[src/rtl/pointer_scan_ctrl_pkg.sv]
// pointer_scan_ctrl_pkg
// Purpose : shared types and default widths for the pointer scan controller
//           slice (top, interface and counter sub-module).
// Contents: AW_DEF / CW_DEF default widths, FSM state enum, per-pointer
//           strobe bundle.
package pointer_scan_ctrl_pkg;

  localparam int AW_DEF = 8;  // pointer / write-bus width
  localparam int CW_DEF = 8;  // width of the row/column counts

  typedef enum logic [2:0] {
    ST_IDLE  = 3'd0,
    ST_CLR   = 3'd1,
    ST_LDR   = 3'd2,
    ST_LDC   = 3'd3,
    ST_ISSUE = 3'd4,
    ST_STEP  = 3'd5,
    ST_DONE  = 3'd6
  } state_t;

  // Strobes driven to one pointer register; at most one bit is set per cycle.
  typedef struct packed {
    logic wen;
    logic restore;
    logic inc;
  } ptr_strobe_t;

endpackage

[src/rtl/pointer_scan_ctrl_if.sv]
// pointer_scan_ctrl_if
// Purpose : bundles the control-side request (start, bases, counts), the
//           downstream element handshake and the pointer-register write bus
//           and strobes of the pointer scan controller.
// Modports: master - the controller (drives busy/elem_valid/done/bus/strobes)
//           slave  - the environment (drives start/bases/counts/elem_ack)
import pointer_scan_ctrl_pkg::*;

interface pointer_scan_ctrl_if #(
  parameter int AW = AW_DEF,
  parameter int CW = CW_DEF
) ();

  logic          start;
  logic [AW-1:0] row_base;
  logic [AW-1:0] col_base;
  logic [CW-1:0] n_rows;
  logic [CW-1:0] n_cols;
  logic          elem_ack;
  logic          busy;
  logic          elem_valid;
  logic          done;
  logic [AW-1:0] bus_out;
  logic          rp_wen;
  logic          rp_restore;
  logic          rp_inc;
  logic          cp_wen;
  logic          cp_restore;
  logic          cp_inc;

  modport master (
    input  start, row_base, col_base, n_rows, n_cols, elem_ack,
    output busy, elem_valid, done, bus_out,
    output rp_wen, rp_restore, rp_inc, cp_wen, cp_restore, cp_inc
  );

  modport slave (
    output start, row_base, col_base, n_rows, n_cols, elem_ack,
    input  busy, elem_valid, done, bus_out,
    input  rp_wen, rp_restore, rp_inc, cp_wen, cp_restore, cp_inc
  );

endinterface

[src/rtl/pointer_scan_ctrl_scan_counter2d.sv]
// scan_counter2d
// Purpose : row/column position counters of a row-major scan plus the
//           "last column" and "last element" compare flags.
// Ports   : Clk, RST (sync, active-high)
//           clr         - zero both counters (scan accepted)
//           step        - advance one element in row-major order
//           n_rows/n_cols - captured scan bounds (non-zero while stepping)
//           last_col_s  - column counter sits on the final column
//           last_elem_s - final column of the final row
import pointer_scan_ctrl_pkg::*;

module scan_counter2d #(
  parameter int CW = CW_DEF
) (
  input  logic          Clk,
  input  logic          RST,
  input  logic          clr,
  input  logic          step,
  input  logic [CW-1:0] n_rows,
  input  logic [CW-1:0] n_cols,
  output logic          last_col_s,
  output logic          last_elem_s
);

  logic [CW-1:0] row_cnt_r;
  logic [CW-1:0] col_cnt_r;
  logic [CW-1:0] row_max_s;
  logic [CW-1:0] col_max_s;

  // Compare flags; n-1 is taken in CW bits so a count of 255 stays exact.
  always_comb begin
    row_max_s   = n_rows - CW'(1);
    col_max_s   = n_cols - CW'(1);
    last_col_s  = (col_cnt_r == col_max_s);
    last_elem_s = last_col_s && (row_cnt_r == row_max_s);
  end

  // Row/column counters: column wraps to 0 and carries into the row.
  always_ff @(posedge Clk) begin
    if (RST) begin
      row_cnt_r <= {CW{1'b0}};
      col_cnt_r <= {CW{1'b0}};
    end else if (clr) begin
      row_cnt_r <= {CW{1'b0}};
      col_cnt_r <= {CW{1'b0}};
    end else if (step) begin
      if (last_col_s) begin
        col_cnt_r <= {CW{1'b0}};
        row_cnt_r <= row_cnt_r + CW'(1);
      end else begin
        col_cnt_r <= col_cnt_r + CW'(1);
        row_cnt_r <= row_cnt_r;
      end
    end else begin
      row_cnt_r <= row_cnt_r;
      col_cnt_r <= col_cnt_r;
    end
  end

endmodule

[src/rtl/pointer_scan_ctrl.sv]
// pointer_scan_ctrl
// Purpose : sequences a row pointer and a column pointer register through an
//           n_rows x n_cols region in row-major order, presenting one element
//           per elem_valid/elem_ack handshake.
// Ports   : Clk  - system clock, rising edge
//           RST  - synchronous, active-high reset
//           scan - pointer_scan_ctrl_if.master: start/bases/counts/elem_ack in,
//                  busy/elem_valid/done, shared bus_out and rp_*/cp_* strobes out
// The pointer registers only latch their restore base when written while
// holding 0, so each scan first clears both pointers and then loads the bases.
import pointer_scan_ctrl_pkg::*;

module pointer_scan_ctrl #(
  parameter int AW = AW_DEF,
  parameter int CW = CW_DEF
) (
  input  logic                 Clk,
  input  logic                 RST,
  pointer_scan_ctrl_if.master  scan
);

  state_t        state_r;
  state_t        next_state_s;
  logic          accept_s;
  logic          empty_s;
  logic          last_col_s;
  logic          last_elem_s;

  logic [AW-1:0] row_base_r;
  logic [AW-1:0] col_base_r;
  logic [CW-1:0] n_rows_r;
  logic [CW-1:0] n_cols_r;

  logic          busy_s,  busy_r;
  logic          valid_s, valid_r;
  logic          done_s,  done_r;
  logic [AW-1:0] bus_s,   bus_r;
  ptr_strobe_t   rp_s,    rp_r;
  ptr_strobe_t   cp_s,    cp_r;

  assign accept_s = (state_r == ST_IDLE) && scan.start;
  assign empty_s  = (scan.n_rows == {CW{1'b0}}) || (scan.n_cols == {CW{1'b0}});

  scan_counter2d #(.CW(CW)) u_cnt (
    .Clk         (Clk),
    .RST         (RST),
    .clr         (accept_s),
    .step        (state_r == ST_STEP),
    .n_rows      (n_rows_r),
    .n_cols      (n_cols_r),
    .last_col_s  (last_col_s),
    .last_elem_s (last_elem_s)
  );

  // Capture scan bases and bounds when a start is accepted.
  always_ff @(posedge Clk) begin
    if (RST) begin
      row_base_r <= {AW{1'b0}};
      col_base_r <= {AW{1'b0}};
      n_rows_r   <= {CW{1'b0}};
      n_cols_r   <= {CW{1'b0}};
    end else if (accept_s) begin
      row_base_r <= scan.row_base;
      col_base_r <= scan.col_base;
      n_rows_r   <= scan.n_rows;
      n_cols_r   <= scan.n_cols;
    end else begin
      row_base_r <= row_base_r;
      col_base_r <= col_base_r;
      n_rows_r   <= n_rows_r;
      n_cols_r   <= n_cols_r;
    end
  end

  // State register plus registered Moore outputs of the state being entered.
  always_ff @(posedge Clk) begin
    if (RST) begin
      state_r <= ST_IDLE;
      busy_r  <= 1'b0;
      valid_r <= 1'b0;
      done_r  <= 1'b0;
      bus_r   <= {AW{1'b0}};
      rp_r    <= '{wen: 1'b0, restore: 1'b0, inc: 1'b0};
      cp_r    <= '{wen: 1'b0, restore: 1'b0, inc: 1'b0};
    end else begin
      state_r <= next_state_s;
      busy_r  <= busy_s;
      valid_r <= valid_s;
      done_r  <= done_s;
      bus_r   <= bus_s;
      rp_r    <= rp_s;
      cp_r    <= cp_s;
    end
  end

  // Next-state logic; an empty region skips straight to DONE.
  always_comb begin
    next_state_s = state_r;
    case (state_r)
      ST_IDLE: begin
        if (scan.start) begin
          if (empty_s) begin
            next_state_s = ST_DONE;
          end else begin
            next_state_s = ST_CLR;
          end
        end else begin
          next_state_s = ST_IDLE;
        end
      end
      ST_CLR:   next_state_s = ST_LDR;
      ST_LDR:   next_state_s = ST_LDC;
      ST_LDC:   next_state_s = ST_ISSUE;
      ST_ISSUE: begin
        if (scan.elem_ack) begin
          if (last_elem_s) begin
            next_state_s = ST_DONE;
          end else begin
            next_state_s = ST_STEP;
          end
        end else begin
          next_state_s = ST_ISSUE;
        end
      end
      ST_STEP:  next_state_s = ST_ISSUE;
      ST_DONE:  next_state_s = ST_IDLE;
      default:  next_state_s = ST_IDLE;
    endcase
  end

  // Output decode of the next state; the counters still hold the ISSUE
  // position while STEP is being decoded, so last_col_s picks the move.
  always_comb begin
    busy_s  = (next_state_s != ST_IDLE);
    valid_s = 1'b0;
    done_s  = 1'b0;
    bus_s   = {AW{1'b0}};
    rp_s    = '{wen: 1'b0, restore: 1'b0, inc: 1'b0};
    cp_s    = '{wen: 1'b0, restore: 1'b0, inc: 1'b0};
    case (next_state_s)
      ST_CLR: begin
        rp_s.wen = 1'b1;
        cp_s.wen = 1'b1;
      end
      ST_LDR: begin
        bus_s    = row_base_r;
        rp_s.wen = 1'b1;
      end
      ST_LDC: begin
        bus_s    = col_base_r;
        cp_s.wen = 1'b1;
      end
      ST_ISSUE: valid_s = 1'b1;
      ST_STEP: begin
        if (last_col_s) begin
          cp_s.restore = 1'b1;
          rp_s.inc     = 1'b1;
        end else begin
          cp_s.inc = 1'b1;
        end
      end
      ST_DONE: done_s = 1'b1;
      ST_IDLE: done_s = 1'b0;
      default: done_s = 1'b0;
    endcase
  end

  assign scan.busy       = busy_r;
  assign scan.elem_valid = valid_r;
  assign scan.done       = done_r;
  assign scan.bus_out    = bus_r;
  assign scan.rp_wen     = rp_r.wen;
  assign scan.rp_restore = rp_r.restore;
  assign scan.rp_inc     = rp_r.inc;
  assign scan.cp_wen     = cp_r.wen;
  assign scan.cp_restore = cp_r.restore;
  assign scan.cp_inc     = cp_r.inc;

endmodule

[src/flat_wrapper.sv]
// flat-port wrapper written by rule: the top's interface ports become plain ports
module pointer_scan_ctrl_flat 
#(
  parameter int AW = AW_DEF,
  parameter int CW = CW_DEF
)
  (Clk, RST, scan_start, scan_row_base, scan_col_base, scan_n_rows, scan_n_cols, scan_elem_ack, scan_busy, scan_elem_valid, scan_done, scan_bus_out, scan_rp_wen, scan_rp_restore, scan_rp_inc, scan_cp_wen, scan_cp_restore, scan_cp_inc);
  pointer_scan_ctrl_if #(.AW(AW), .CW(CW)) scan_i ();
  input  logic Clk;
  input  logic RST;
  input wire logic [$bits(scan_i.start)-1:0] scan_start;
  input wire logic [$bits(scan_i.row_base)-1:0] scan_row_base;
  input wire logic [$bits(scan_i.col_base)-1:0] scan_col_base;
  input wire logic [$bits(scan_i.n_rows)-1:0] scan_n_rows;
  input wire logic [$bits(scan_i.n_cols)-1:0] scan_n_cols;
  input wire logic [$bits(scan_i.elem_ack)-1:0] scan_elem_ack;
  output wire logic [$bits(scan_i.busy)-1:0] scan_busy;
  output wire logic [$bits(scan_i.elem_valid)-1:0] scan_elem_valid;
  output wire logic [$bits(scan_i.done)-1:0] scan_done;
  output wire logic [$bits(scan_i.bus_out)-1:0] scan_bus_out;
  output wire logic [$bits(scan_i.rp_wen)-1:0] scan_rp_wen;
  output wire logic [$bits(scan_i.rp_restore)-1:0] scan_rp_restore;
  output wire logic [$bits(scan_i.rp_inc)-1:0] scan_rp_inc;
  output wire logic [$bits(scan_i.cp_wen)-1:0] scan_cp_wen;
  output wire logic [$bits(scan_i.cp_restore)-1:0] scan_cp_restore;
  output wire logic [$bits(scan_i.cp_inc)-1:0] scan_cp_inc;
  assign scan_i.start = scan_start;
  assign scan_i.row_base = scan_row_base;
  assign scan_i.col_base = scan_col_base;
  assign scan_i.n_rows = scan_n_rows;
  assign scan_i.n_cols = scan_n_cols;
  assign scan_i.elem_ack = scan_elem_ack;
  assign scan_busy = scan_i.busy;
  assign scan_elem_valid = scan_i.elem_valid;
  assign scan_done = scan_i.done;
  assign scan_bus_out = scan_i.bus_out;
  assign scan_rp_wen = scan_i.rp_wen;
  assign scan_rp_restore = scan_i.rp_restore;
  assign scan_rp_inc = scan_i.rp_inc;
  assign scan_cp_wen = scan_i.cp_wen;
  assign scan_cp_restore = scan_i.cp_restore;
  assign scan_cp_inc = scan_i.cp_inc;
  pointer_scan_ctrl #(.AW(AW), .CW(CW)) u_core (.Clk(Clk), .RST(RST), .scan(scan_i));
endmodule
[config.mk]
export PLATFORM = sky130hd
export DESIGN_NAME = pointer_scan_ctrl_flat
export DESIGN_NICKNAME = d
export VERILOG_FILES = /design/src/rtl/pointer_scan_ctrl_pkg.sv /design/src/rtl/pointer_scan_ctrl_if.sv /design/src/rtl/pointer_scan_ctrl_scan_counter2d.sv /design/src/rtl/pointer_scan_ctrl.sv /design/src/flat_wrapper.sv
export SDC_FILE = /design/constraint.sdc
export NUM_CORES = 1
export LEC_CHECK = 0
export ABC_AREA = 1
export CORE_MARGIN = 1
export CORE_UTILIZATION = 55
export CTS_CLUSTER_DIAMETER = 200
export DETAILED_ROUTE_END_ITERATION = 8
export PLACE_DENSITY = 0.79
export SYNTH_ARGS = -nofsm -noshare
export SYNTH_HDL_FRONTEND = slang
export SYNTH_SLANG_ARGS = --single-unit
[constraint.sdc]
create_clock -name Clk -period 5.1 [get_ports Clk]
set_input_delay 1.53 -clock Clk [delete_from_list [all_inputs] [get_ports Clk]]
set_output_delay 1.53 -clock Clk [all_outputs]
set_load 0.02 [all_outputs]
==> metrics list, run 1 <==
* Number of warnings reported in the yosys synthesis log: 0
- Measured against its own limit, the worst slew margin works out to 0.578.
* Type of element launching the critical path: primary input
- Class of the most critical setup path: primary input to flip-flop
- Number of buffers inserted by port buffering: 51
* Overall global routing resource usage: 0.241
- CTS saw 66 sinks.
* Worst-case register-to-register setup slack: between 3 and 4 ns
- Signal arrival time at the worst endpoint: about 3.4 ns
* Maximum fanout along the worst path: 34
- After synthesis, the mean cell area works out to just over 7 µm².
* Final hold violation count: 0
- Timing startpoint of the critical path: scan_start
* Length in cells of the worst reg-to-reg path: 14
- The endpoint identified for the worst register-to-register timing path is u_core.scan.busy.
* Routed length per instance: approximately 12 µm
- Final #Nets: roughly 540
- For the pin with the worst max-slew slack, the measured transition is about 0.63 ns.
* Final setup violation count: 0
- # resized after CTS: 0
- Routed Antenna Nets: 0
* Most common cell after layout, fill and taps aside: sky130_fd_sc_hd__nand2_1
* # diodes: 0
* Buffers and inverters on the worst path: 2
- For this run, the top clock speed supported by timing is about 0.32 GHz.
* Area of the mapped netlist: 3160 µm²
- Standby leakage power: 1.69 nW
- Die area: just over 6000 µm²
* Max-capacitance violation count: 0
- Clock tree synthesis selected as its root buffer the cell sky130_fd_sc_hd__clkbuf_8.
- Synthesis produced between 400 and 500 cells.
- Pin count of the biggest net entering global routing: 35
- Final routed wirelength across all metal layers: between 6000 and 7000 µm
- Unrepaired setup endpoints after global routing: no
- Synthesis inferred 66 register bits.
- At the later pin of the worst-skew pair, clock insertion delay measures about 0.34 ns.
* CP max-delay cell: sky130_fd_sc_hd__clkdlybuf4s50_1
- Summed over all failing endpoints, the final setup total negative slack is 0 ns.
* CTS tree: built
- Capturing element type of the critical path: flip-flop
* Worst Path Required: 5.38 ns
* Run status: completed
- Cells traversed along the worst timing path: clkdlybuf4s50_1 -> nand3_2 -> inv_1 -> nand2_1 -> a21oi_1 -> nand3_1 -> nor2_1
- Of the cells placed in the final design, the portion with a size suffix greater than 1 is 0.0734.
* Number of filler cells placed in the layout: 460
- Core Region: approximately 5500 µm²
* Standard-cell row count: 27
- For this configuration, the core starts out at a cell density of 0.574.
- Post-layout util: 0.718
- Worst path max stage delay: 0.49 ns
- Detailed placement finished with a half-perimeter wire length of 4910 µm.
- Initial antenna violation count: 0
- In this run, the number of DRC markers left after iteration 0 of detailed routing was 159.
- Measured along the y axis, the die boundary spans just under 80 µm.
* Area added between synthesis and finish: 25.2%
- Die extent in x: between 70 and 80 µm
- The number of global-route vias before repair is 2551.
- The tightest min-delay check is of the flip-flop to flip-flop type.
- First drt pass iteration count: 4
* Register area share after synthesis: 0.418
* Number of levels in the clock H-tree: 3
* Count of unresolved DRC violations after routing: 0
- For the final database, setup skew stands at roughly 0.0057 ns.
* Clock-pin slew reported for the worst setup and hold paths after clock tree synthesis: around 0.08 ns
* Post-CTS setup repair buffer count: 0
- The library cells used most frequently in the layout, excluding fill and tap cells, are 83 x sky130_fd_sc_hd__nand2_1, 68 x sky130_fd_sc_hd__inv_1, 66 x sky130_fd_sc_hd__dfxtp_1.
- The number of nets handed over by synthesis was approximately 490.
- Capture point of the worst path: u_core.scan.elem_valid
* Number of buffers created by CTS: 9
- After detailed routing, the number of vias per cell comes to 4.95.
- Number of distinct library cell variants in the gate-level netlist after synthesis: 30
- Pin placement for this block handled 53 I/O pins.
- Cell count along the critical path: 7
- The clock period could shrink to just over 3 ns.
- Grt total ovfl: 0
* Via count: ~2900
- No sink is reached through more buffers than the 2 on the longest clock path.
- Maximum VDD drop: 0.193 mV
* Weighted congestion at the end of routability-driven global placement: roughly 0.8
- Cell area power density: 350 nW/µm²
- Dividing the final minimum period by the clock period gives 0.610.
* Worst r2r src: u_core.n_rows_r[0]
- The number of max-slew violations in the final report came to 0.
- Broken down by cell family, the worst path's largest delay share belongs to buffers and inverters.
* Hold-fix buffers at CTS: 0
* First-pass GRT wire length: between 10000 and 15000 µm
worst min path at each step:
stage / cells past startpoint / to / from / slack [ns]
after global routing: 2 / u_core.row_base_r[5] / u_core.row_base_r[5] / 0.47
final: 2 / u_core.row_base_r[6] / u_core.row_base_r[6] / 0.45
after CTS: 2 / u_core.row_base_r[4] / u_core.row_base_r[4] / 0.46
after floorplan: 2 / u_core.col_base_r[0] / u_core.col_base_r[0] / 0.43
after detailed placement: 2 / u_core.row_base_r[4] / u_core.row_base_r[4] / 0.45
after global placement: 2 / u_core.row_base_r[5] / u_core.row_base_r[5] / 0.44
power by group:
part           switching (mW)  leakage (nW)  internal, mW
combinational           0.180          1.04         0.121
sequential             0.0255         0.540         0.559
clock                   0.208         0.112         0.289
total                   0.414          1.69         0.969
registers in the layout, summed over array words and instances, names as in the netlist:
register and flops:
u_core.u_cnt.row_cnt_r 8, u_core.scan.busy 1, u_core.row_base_r 8, u_core.scan.cp_inc 1, u_core.scan.rp_inc 1, u_core.scan.elem_valid 1
u_core.state_r 3, u_core.scan.done 1, u_core.scan.rp_wen 1, u_core.col_base_r 8, u_core.scan.bus_out 8, u_core.n_rows_r 8
u_core.u_cnt.col_cnt_r 8, u_core.n_cols_r 8, u_core.scan.cp_wen 1
worst reg2reg max path, delay by kind of cell (launching register included):
| family | cells | cell delay (ns) |
|---|---|---|
| AND/OR/NAND/NOR | 10 | 0.83 |
| adder cells (fa/ha/maj) | 1 | 0.34 |
| flip-flops | 1 | 0.33 |
| AO/OA/AOI/OAI | 1 | 0.22 |
| buffers and inverters | 2 | 0.17 |
metrics by stage:
| step | hold WS, ns | area, µm² | setup WS (ns) | instances | power, mW |
|---|---|---|---|---|---|
| floorplan | 0.430 | 3160 | 2.70 | 447 | 0.807 |
| global route | 0.472 | 3960 | 1.75 | 576 | 1.46 |
| detailed placement | 0.445 | 3730 | 1.72 | 560 | 0.895 |
| global placement | 0.440 | 3730 | 1.76 | 560 | 0.888 |
| CTS | 0.457 | 3960 | 1.98 | 576 | 1.39 |
| finish | 0.455 | 3960 | 1.99 | 576 | 1.38 |
final cells by class:
| type | count | area, µm² | area share |
|---|---|---|---|
| Clock buffer | 10 | 138 | 0.0348 |
| Timing Repair Buffer | 53 | 526 | 0.133 |
| Clock inverter | 6 | 90.1 | 0.0228 |
| Inverter | 71 | 269 | 0.0680 |
| Multi-Input combinational cell | 298 | 1520 | 0.385 |
| Tap cell | 72 | 90.1 | 0.0228 |
| Sequential cell | 66 | 1320 | 0.334 |
per-layer routing:
metal / GRT usage / wire length [µm] / up-vias / part of all wire
li1: - / - / 1535 / -
met1: 0.301 / 3090 / 1241 / 0.46
met2: 0.399 / 3260 / 67 / 0.48
met3: 0.0471 / 316 / 8 / 0.047
met4: 0.113 / 116 / 0 / 0.017
met5: 0 / 0 / - / 0
Yosys cell counts, drive strengths merged:
library cell  instances  area [µm²]
clkbuf               10        37.5
xor2                 12         105
ha                    4        50.1
nor3                  4        25.0
dfxtp                66        1320
and3                  1        6.26
o21ai                37         185
xnor2                 5        43.8
or2                   1        6.26
nor4                  4        25.0
nand3                30         150
nor2                 53         250
nand2                88         353
nand4                 2        12.5
a21oi                46         230
inv                  71         269
nor3b                 1        12.5
nand3b                1        7.51
o22ai                 8        50.1
conb                  1        3.75
buf                   2        15.0
cells by family (layout without fill, tap and decap cells):
group | count (synthesis) | in the layout | share of synthesized area
AND/OR/NAND/NOR | 185 | 185 | 0.269
buffers and inverters | 83 | 140 | 0.102
flip-flops | 66 | 66 | 0.418
AO/OA/AOI/OAI | 91 | 91 | 0.147
adder cells (fa/ha/maj) | 4 | 4 | 0.0158
XOR/XNOR | 17 | 17 | 0.0471
other | 1 | 1 | 0.00119
Note: power is estimated with default switching activity, not from simulation.
==> run 2, diff against run 1 <==
--- a/config.mk
+++ b/config.mk
@@ -7,10 +7,10 @@
 export LEC_CHECK = 0
 export ABC_AREA = 1
 export CORE_MARGIN = 1
-export CORE_UTILIZATION = 55
+export CORE_UTILIZATION = 48
 export CTS_CLUSTER_DIAMETER = 200
 export DETAILED_ROUTE_END_ITERATION = 8
-export PLACE_DENSITY = 0.79
+export PLACE_DENSITY = 0.73
 export SYNTH_ARGS = -nofsm -noshare
 export SYNTH_HDL_FRONTEND = slang
 export SYNTH_SLANG_ARGS = --single-unit
==> constraint.sdc (replaced) <==
create_clock -name Clk -period 2.75 [get_ports Clk]
set_input_delay 0.825 -clock Clk [delete_from_list [all_inputs] [get_ports Clk]]
set_output_delay 0.825 -clock Clk [all_outputs]
set_load 0.02 [all_outputs]
==> metrics list, run 2 (synthesis results as in run 1) <==
* Run status: completed (unchanged)
- The detailed placement HPWL is 5000 µm (was 4910 µm).
- The clock edge transition at the registers on the reported setup and hold paths is 0.07 ns (was 0.08 ns).
- Worst Path Required: 1.93 ns (was 5.38 ns)
- Capturing element type of the critical path: output port (was flip-flop)
- CTS tree: built (unchanged)
- Peak Freq: 0.474 GHz
* Die area: 6910 µm² (was 6050 µm²)
- The first-iteration detailed-routing DRC count was 151 (was 159).
* Hold-fix buffers at CTS: 0 (unchanged)
- # diodes: 0 (unchanged)
- The count of pins on the block boundary is 53 (unchanged).
* Clock tree skew after final layout: 0.00457 ns (was 0.00574 ns)
- Fraction of the cycle the final worst path needs: 0.767
- Final routed wirelength across all metal layers: 6780 µm (was 6790 µm)
* Standard-cell row count: 29 (was 27)
- The routed wire length per instance is 11.6 µm (was 11.8 µm).
- The number of antenna violations at the first check in global routing is 0 (unchanged).
* Clock net sink count: 66 (unchanged)
- The overall die height is 83.1 µm (was 77.8 µm).
- Layout cells sized above 1: 0.0771 (was 0.0734)
* Maximum VDD drop: 0.387 mV (was 0.193 mV)
* Area occupied by multi-input gates: 1520 µm² (unchanged)
- Maximum fanout along the worst path: 1 (was 34)
- The reported leakage power came to 1.70 nW (was 1.69 nW).
* Number of buffers inserted by port buffering: 51 (unchanged)
* Final hold violation count: 0 (unchanged)
* Max-capacitance violation count: 0 (unchanged)
* Placed cell count: 567 (was 560)
* Tmin final: around 2.1 ns
* First drt pass iteration count: 4 (unchanged)
- The layout-stage area growth over the synthesis result was 26.6% (was 25.2%).
- Core Region: 6350 µm² (was 5510 µm²)
- Final Hold Slack: 0.454 ns (was 0.455 ns)
* Type of element launching the critical path: flip-flop (was primary input)
- The largest stage delay on the critical path is 0.61 ns (was 0.49 ns).
- The first-pass GRT wire length came to 11900 µm (was 11400 µm).
- Post-DR vias/cell: 4.96 (was 4.95)
- Unrepaired setup endpoints after global routing: no (unchanged).
- The buffers plus inverters on the worst setup path came to 1 (was 2).
* Die extent in x: 83.1 µm (was 77.8 µm)
- Weighted congestion at the end of routability-driven global placement: 0.850 (was 0.804)
- The maximum number of pins on one net before global-route repair is 45 (was 35).
* Signal arrival time at the worst endpoint: 1.28 ns (was 3.39 ns)
* Number of buffers created by CTS: 9 (unchanged)
- Fin. max-slew vios: 0 (unchanged)
- Setup Total Neg Slack: 0 ns (unchanged)
- Starting utilization of the core area: 0.498 (was 0.574)
- The number of gates given a new drive strength after cts is 0 (unchanged).
- The kind of cell with the highest combined delay on the critical path was buffers and inverters (unchanged).
- The most frequent standard cell in the layout excluding fill and tap cells was sky130_fd_sc_hd__nand2_1 (unchanged).
* Routed Antenna Nets: 0 (unchanged)
- The clock tree root buffer cell is sky130_fd_sc_hd__clkbuf_8 (unchanged).
* Class of the most critical setup path: flip-flop to output port (was primary input to flip-flop)
* Final setup violation count: 0 (unchanged)
- Non-filler cells in the finished layout: 583 (was 576)
- The number of global-route vias before repair came to 2718 (was 2551).
- Clock Latency Late Sink: 0.33 ns (was 0.34 ns)
- The area of all placed cells without fillers is 4000 µm² (was 3960 µm²).
- Number of levels in the clock H-tree: 3 (unchanged)
* Post-CTS setup repair buffer count: 0 (unchanged)
- The number of nets in the layout was 541 (was 539).
- The global-route usage over all layers was 0.212 (was 0.241).
* Number of filler cells placed in the layout: 557 (was 460)
- The cell area after placement was 3750 µm² (was 3730 µm²).
- Leading cell types in the layout, fill and taps excluded: 83 x sky130_fd_sc_hd__nand2_1, 68 x sky130_fd_sc_hd__inv_1, 66 x sky130_fd_sc_hd__dfxtp_1 (unchanged)
- CP max-delay cell: sky130_fd_sc_hd__clkdlybuf4s50_1 (unchanged)
* Deepest clock path buffer count: 2 (unchanged)
* Grt total ovfl: 0 (unchanged)
* Count of unresolved DRC violations after routing: 0 (unchanged)
- Via count: 2892 (was 2851)
- The power density over the cells came to 661 nW/µm² (was 350 nW/µm²).
- Cells traversed along the worst timing path: clkdlybuf4s50_1 (was clkdlybuf4s50_1 -> nand3_2 -> inv_1 -> nand2_1 -> a21oi_1 -> nand3_1 -> nor2_1).
- The classification of the worst-slack hold path is flip-flop to flip-flop (unchanged).
- Sequential cell area: 1320 µm² (unchanged)
run 2: changes by cell type in the layout (fill, tap and decap cells not counted):
cell                         change
sky130_fd_sc_hd__clkinv_4        -1
sky130_fd_sc_hd__clkinvlp_4      +1
sky130_fd_sc_hd__bufinv_16       +1
sky130_fd_sc_hd__buf_4           +2
sky130_fd_sc_hd__clkinv_2        -1
run 2: where the power goes:
part / switching [mW] / total [mW] / internal (mW)
clock: 0.369 / 0.997 / 0.628
sequential: 0.0465 / 1.08 / 1.04
combinational: 0.336 / 0.564 / 0.227
total: 0.752 / 2.64 / 1.89
run 2: per-layer routing:
metal | routed length (µm) | track usage
met3 | 270 | 0.0457
met1 | 3210 | 0.262
met4 | 75 | 0.0909
met5 | 0 | 0
met2 | 3220 | 0.355
run 2: through the flow:
stage / total power, mW / worst slack [ns] / util
finish: 2.64 / 0.641 / 0.630
global route: 2.81 / 0.528 / 0.630
CTS: 2.67 / 0.626 / 0.630
detailed placement: 1.67 / 0.402 / 0.590
global placement: 1.65 / 0.477 / 0.590
floorplan: 1.50 / 1.03 / -
run 2: worst paths after layout:
kind,from,end,slack [ns],cells after the start
worst max-delay path,u_core.scan.elem_valid,scan_elem_valid,0.64,1
worst min-delay path,u_core.col_base_r[6],u_core.col_base_r[6],0.45,2
worst max register to register,u_core.n_rows_r[0],u_core.scan.busy,0.81,14
worst min register to register,u_core.col_base_r[6],u_core.col_base_r[6],0.45,2
run 2: area by class of cell:
| type | count | share of cell area |
|---|---|---|
| Inverter | 71 | 0.0673 |
| Multi-Input combinational cell | 298 | 0.380 |
| Clock buffer | 10 | 0.0344 |
| Timing Repair Buffer | 55 | 0.135 |
| Tap cell | 77 | 0.0241 |
| Sequential cell | 66 | 0.330 |
| Clock inverter | 6 | 0.0285 |
==> run 3, diff against run 2 <==
--- a/config.mk
+++ b/config.mk
@@ -7,10 +7,10 @@
 export LEC_CHECK = 0
 export ABC_AREA = 1
 export CORE_MARGIN = 1
-export CORE_UTILIZATION = 48
+export CORE_UTILIZATION = 53
 export CTS_CLUSTER_DIAMETER = 200
 export DETAILED_ROUTE_END_ITERATION = 8
-export PLACE_DENSITY = 0.73
+export PLACE_DENSITY = 0.77
 export SYNTH_ARGS = -nofsm -noshare
 export SYNTH_HDL_FRONTEND = slang
 export SYNTH_SLANG_ARGS = --single-unit
==> constraint.sdc (replaced) <==
create_clock -name Clk -period 1.95 [get_ports Clk]
set_input_delay 0.585 -clock Clk [delete_from_list [all_inputs] [get_ports Clk]]
set_output_delay 0.585 -clock Clk [all_outputs]
set_load 0.02 [all_outputs]
==> metrics list, run 3 (synthesis results as in run 1) <==
- Run status: completed (unchanged)
- Number of filler cells placed in the layout: 480 (was 557)
- The most frequent standard cell in the layout excluding fill and tap cells is sky130_fd_sc_hd__nand2_1 (unchanged).
* Timing startpoint of the critical path: u_core.scan.busy (was u_core.scan.elem_valid)
* Signal arrival time at the worst endpoint: 1.29 ns (was 1.28 ns)
* Clock-pin slew reported for the worst setup and hold paths after clock tree synthesis: 0.08 ns (was 0.07 ns)
- Final routed wirelength across all metal layers: 7070 µm (was 6780 µm)
- Layout cells sized above 1: 0.129 (was 0.0771)
* Type of element launching the critical path: flip-flop (unchanged)
- Worst r2r src: u_core.n_cols_r[0] (was u_core.n_rows_r[0])
- Max-capacitance violation count: 0 (unchanged)
- The power density over the cells was 870 nW/µm² (was 661 nW/µm²).
* Weighted congestion at the end of routability-driven global placement: 0.880 (was 0.850)
- Peak Freq: ~0.53 GHz
- Via count: 2993 (was 2892)
- The buffers plus inverters on the worst setup path was 1 (unchanged).
- Vias in the first global route: 2686 (was 2718)
- Min-delay worst type: flip-flop to flip-flop (unchanged)
* Tmin final: approximately 1.9 ns
- The overall die height is 79.2 µm (was 83.1 µm).
* Count of unresolved DRC violations after routing: 0 (unchanged)
- Core Region: 5640 µm² (was 6350 µm²)
- The count of final hold-check violations is 0 (unchanged).
- The smallest setup slack after layout was 0.0761 ns (was 0.641 ns).
- The row count was 27 (was 29).
- The total congestion overflow came to 0 (unchanged).
- The CTS tree is built (unchanged).
- Number of buffers created by CTS: 9 (unchanged)
- The reported leakage power was 1.74 nW (was 1.70 nW).
- The worst-case register-to-register setup slack was 0.09 ns (was 0.81 ns).
* # diodes: 0 (unchanged)
* Pin count of the biggest net entering global routing: 48 (was 45)
- The kind of cell with the highest combined delay on the critical path is buffers and inverters (unchanged).
- Leading cell types in the layout, fill and taps excluded: 81 x sky130_fd_sc_hd__nand2_1, 65 x sky130_fd_sc_hd__inv_1, 62 x sky130_fd_sc_hd__dfxtp_1 (was 83 x sky130_fd_sc_hd__nand2_1, 68 x sky130_fd_sc_hd__inv_1, 66 x sky130_fd_sc_hd__dfxtp_1)
* Cells traversed along the worst timing path: clkdlybuf4s50_1 (unchanged)
- The layout-stage area growth over the synthesis result was 29.5% (was 26.6%).
- Post-DR vias/cell: 5.07 (was 4.96)
* First-pass GRT wire length: 11500 µm (was 11900 µm)
- The number of nets in the layout was 553 (was 541).
- Die extent in x: 79.2 µm (was 83.1 µm)
- The number of port buffers is 51 (unchanged).
* Hold-fix buffers at CTS: 0 (unchanged)
* Class of the most critical setup path: flip-flop to output port (unchanged)
- The number of setup violations in the final report was 0 (unchanged).
- Fin. max-slew vios: 0 (unchanged)
- The buffers inserted during post-CTS setup optimization came to 0 (unchanged).
- Maximum fanout along the worst path: 1 (unchanged)
- Initial antenna violation count: 0 (unchanged)
- The detailed placement HPWL came to 5110 µm (was 5000 µm).
* Starting utilization of the core area: 0.560 (was 0.498)
* Setup Total Neg Slack: 0 ns (unchanged)
- The clock tree root buffer cell is sky130_fd_sc_hd__clkbuf_8 (unchanged).
- The first-iteration detailed-routing DRC count was 116 (was 151).
- Count of pins on the block boundary: 53 (unchanged)
- The critical hold path startpoint is u_core.col_base_r[2] (was u_core.col_base_r[6]).
* First drt pass iteration count: 4 (unchanged)
* Routed length per instance: 12.0 µm (was 11.6 µm)
- Clock Latency Late Sink: 0.35 ns (was 0.33 ns)
- The critical-path cell with the highest stage delay was sky130_fd_sc_hd__clkdlybuf4s50_1 (unchanged).
- Deepest clock path buffer count: 2 (unchanged)
* Number of levels in the clock H-tree: 3 (unchanged)
* Worst Path Required: 1.36 ns (was 1.93 ns)
- Fraction of the cycle the final worst path needs: 0.961
- The kind of capture point of the worst setup path was an output port (unchanged).
- The worst-case clock skew is 0.00854 ns (was 0.00457 ns).
- DP Worst Slack: -0.193 ns (was 0.402 ns)
* Routed Antenna Nets: 0 (unchanged)
* Overall global routing resource usage: 0.235 (was 0.212)
* Die area: 6270 µm² (was 6910 µm²)
- The clock net sink count came to 66 (unchanged).
- Worst path max stage delay: 0.60 ns (was 0.61 ns)
* Maximum VDD drop: 0.701 mV (was 0.387 mV)
==> run 3: power breakdown <==
part / total, mW / internal, mW / switching [mW]
sequential: 1.53 / 1.46 / 0.0669
clock: 1.17 / 0.598 / 0.569
combinational: 0.864 / 0.363 / 0.501
total: 3.56 / 2.43 / 1.14
==> run 3: worst paths after layout <==
kind / cells past startpoint / endpoint
hold reg to reg: 2 / u_core.col_base_r[2]
hold / removal: 2 / u_core.col_base_r[2]
setup / recovery: 1 / scan_busy
setup reg to reg: 12 / u_core.u_cnt.row_cnt_r[5]
==> run 3: final cells by class <==
cell class | instances | area, µm² | share of cell area
Multi-Input combinational cell | 299 | 1580 | 0.386
Sequential cell | 66 | 1330 | 0.324
Timing Repair Buffer | 65 | 616 | 0.150
Inverter | 71 | 274 | 0.0670
Clock buffer | 9 | 124 | 0.0303
Tap cell | 72 | 90.1 | 0.0220
Clock inverter | 7 | 76.3 | 0.0186
Timing Repair inverter | 1 | 6.26 | 0.00153
==> run 3: repair_timing <==
| action | CTS | global route |
|---|---|---|
| pin swaps | 0 | 9 |
| endpoints found under the setup margin | 1 | 21 |
| resized for setup | 1 | 20 |
| cloned | 0 | 2 |
==> run 3: through the flow <==
step,instance area [µm²],hold slack (ns),instances,utilization,total power [mW]
after detailed placement,3820,0.444,572,0.677,2.39
after global routing,4090,0.472,590,0.725,3.77
final,4090,0.451,590,0.725,3.56
after global placement,3820,0.437,572,0.677,2.36
after CTS,4020,0.456,588,0.712,3.56
after floorplan,3160,0.430,447,-,2.11
==> run 3: metal layers <==
metal | vias to the layer above | track usage | routed length [µm]
li1 | 1564 | - | -
met1 | 1352 | 0.287 | 3270
met2 | 65 | 0.382 | 3380
met3 | 12 | 0.0690 | 316
met4 | 0 | 0.0982 | 105
met5 | - | 0 | 0
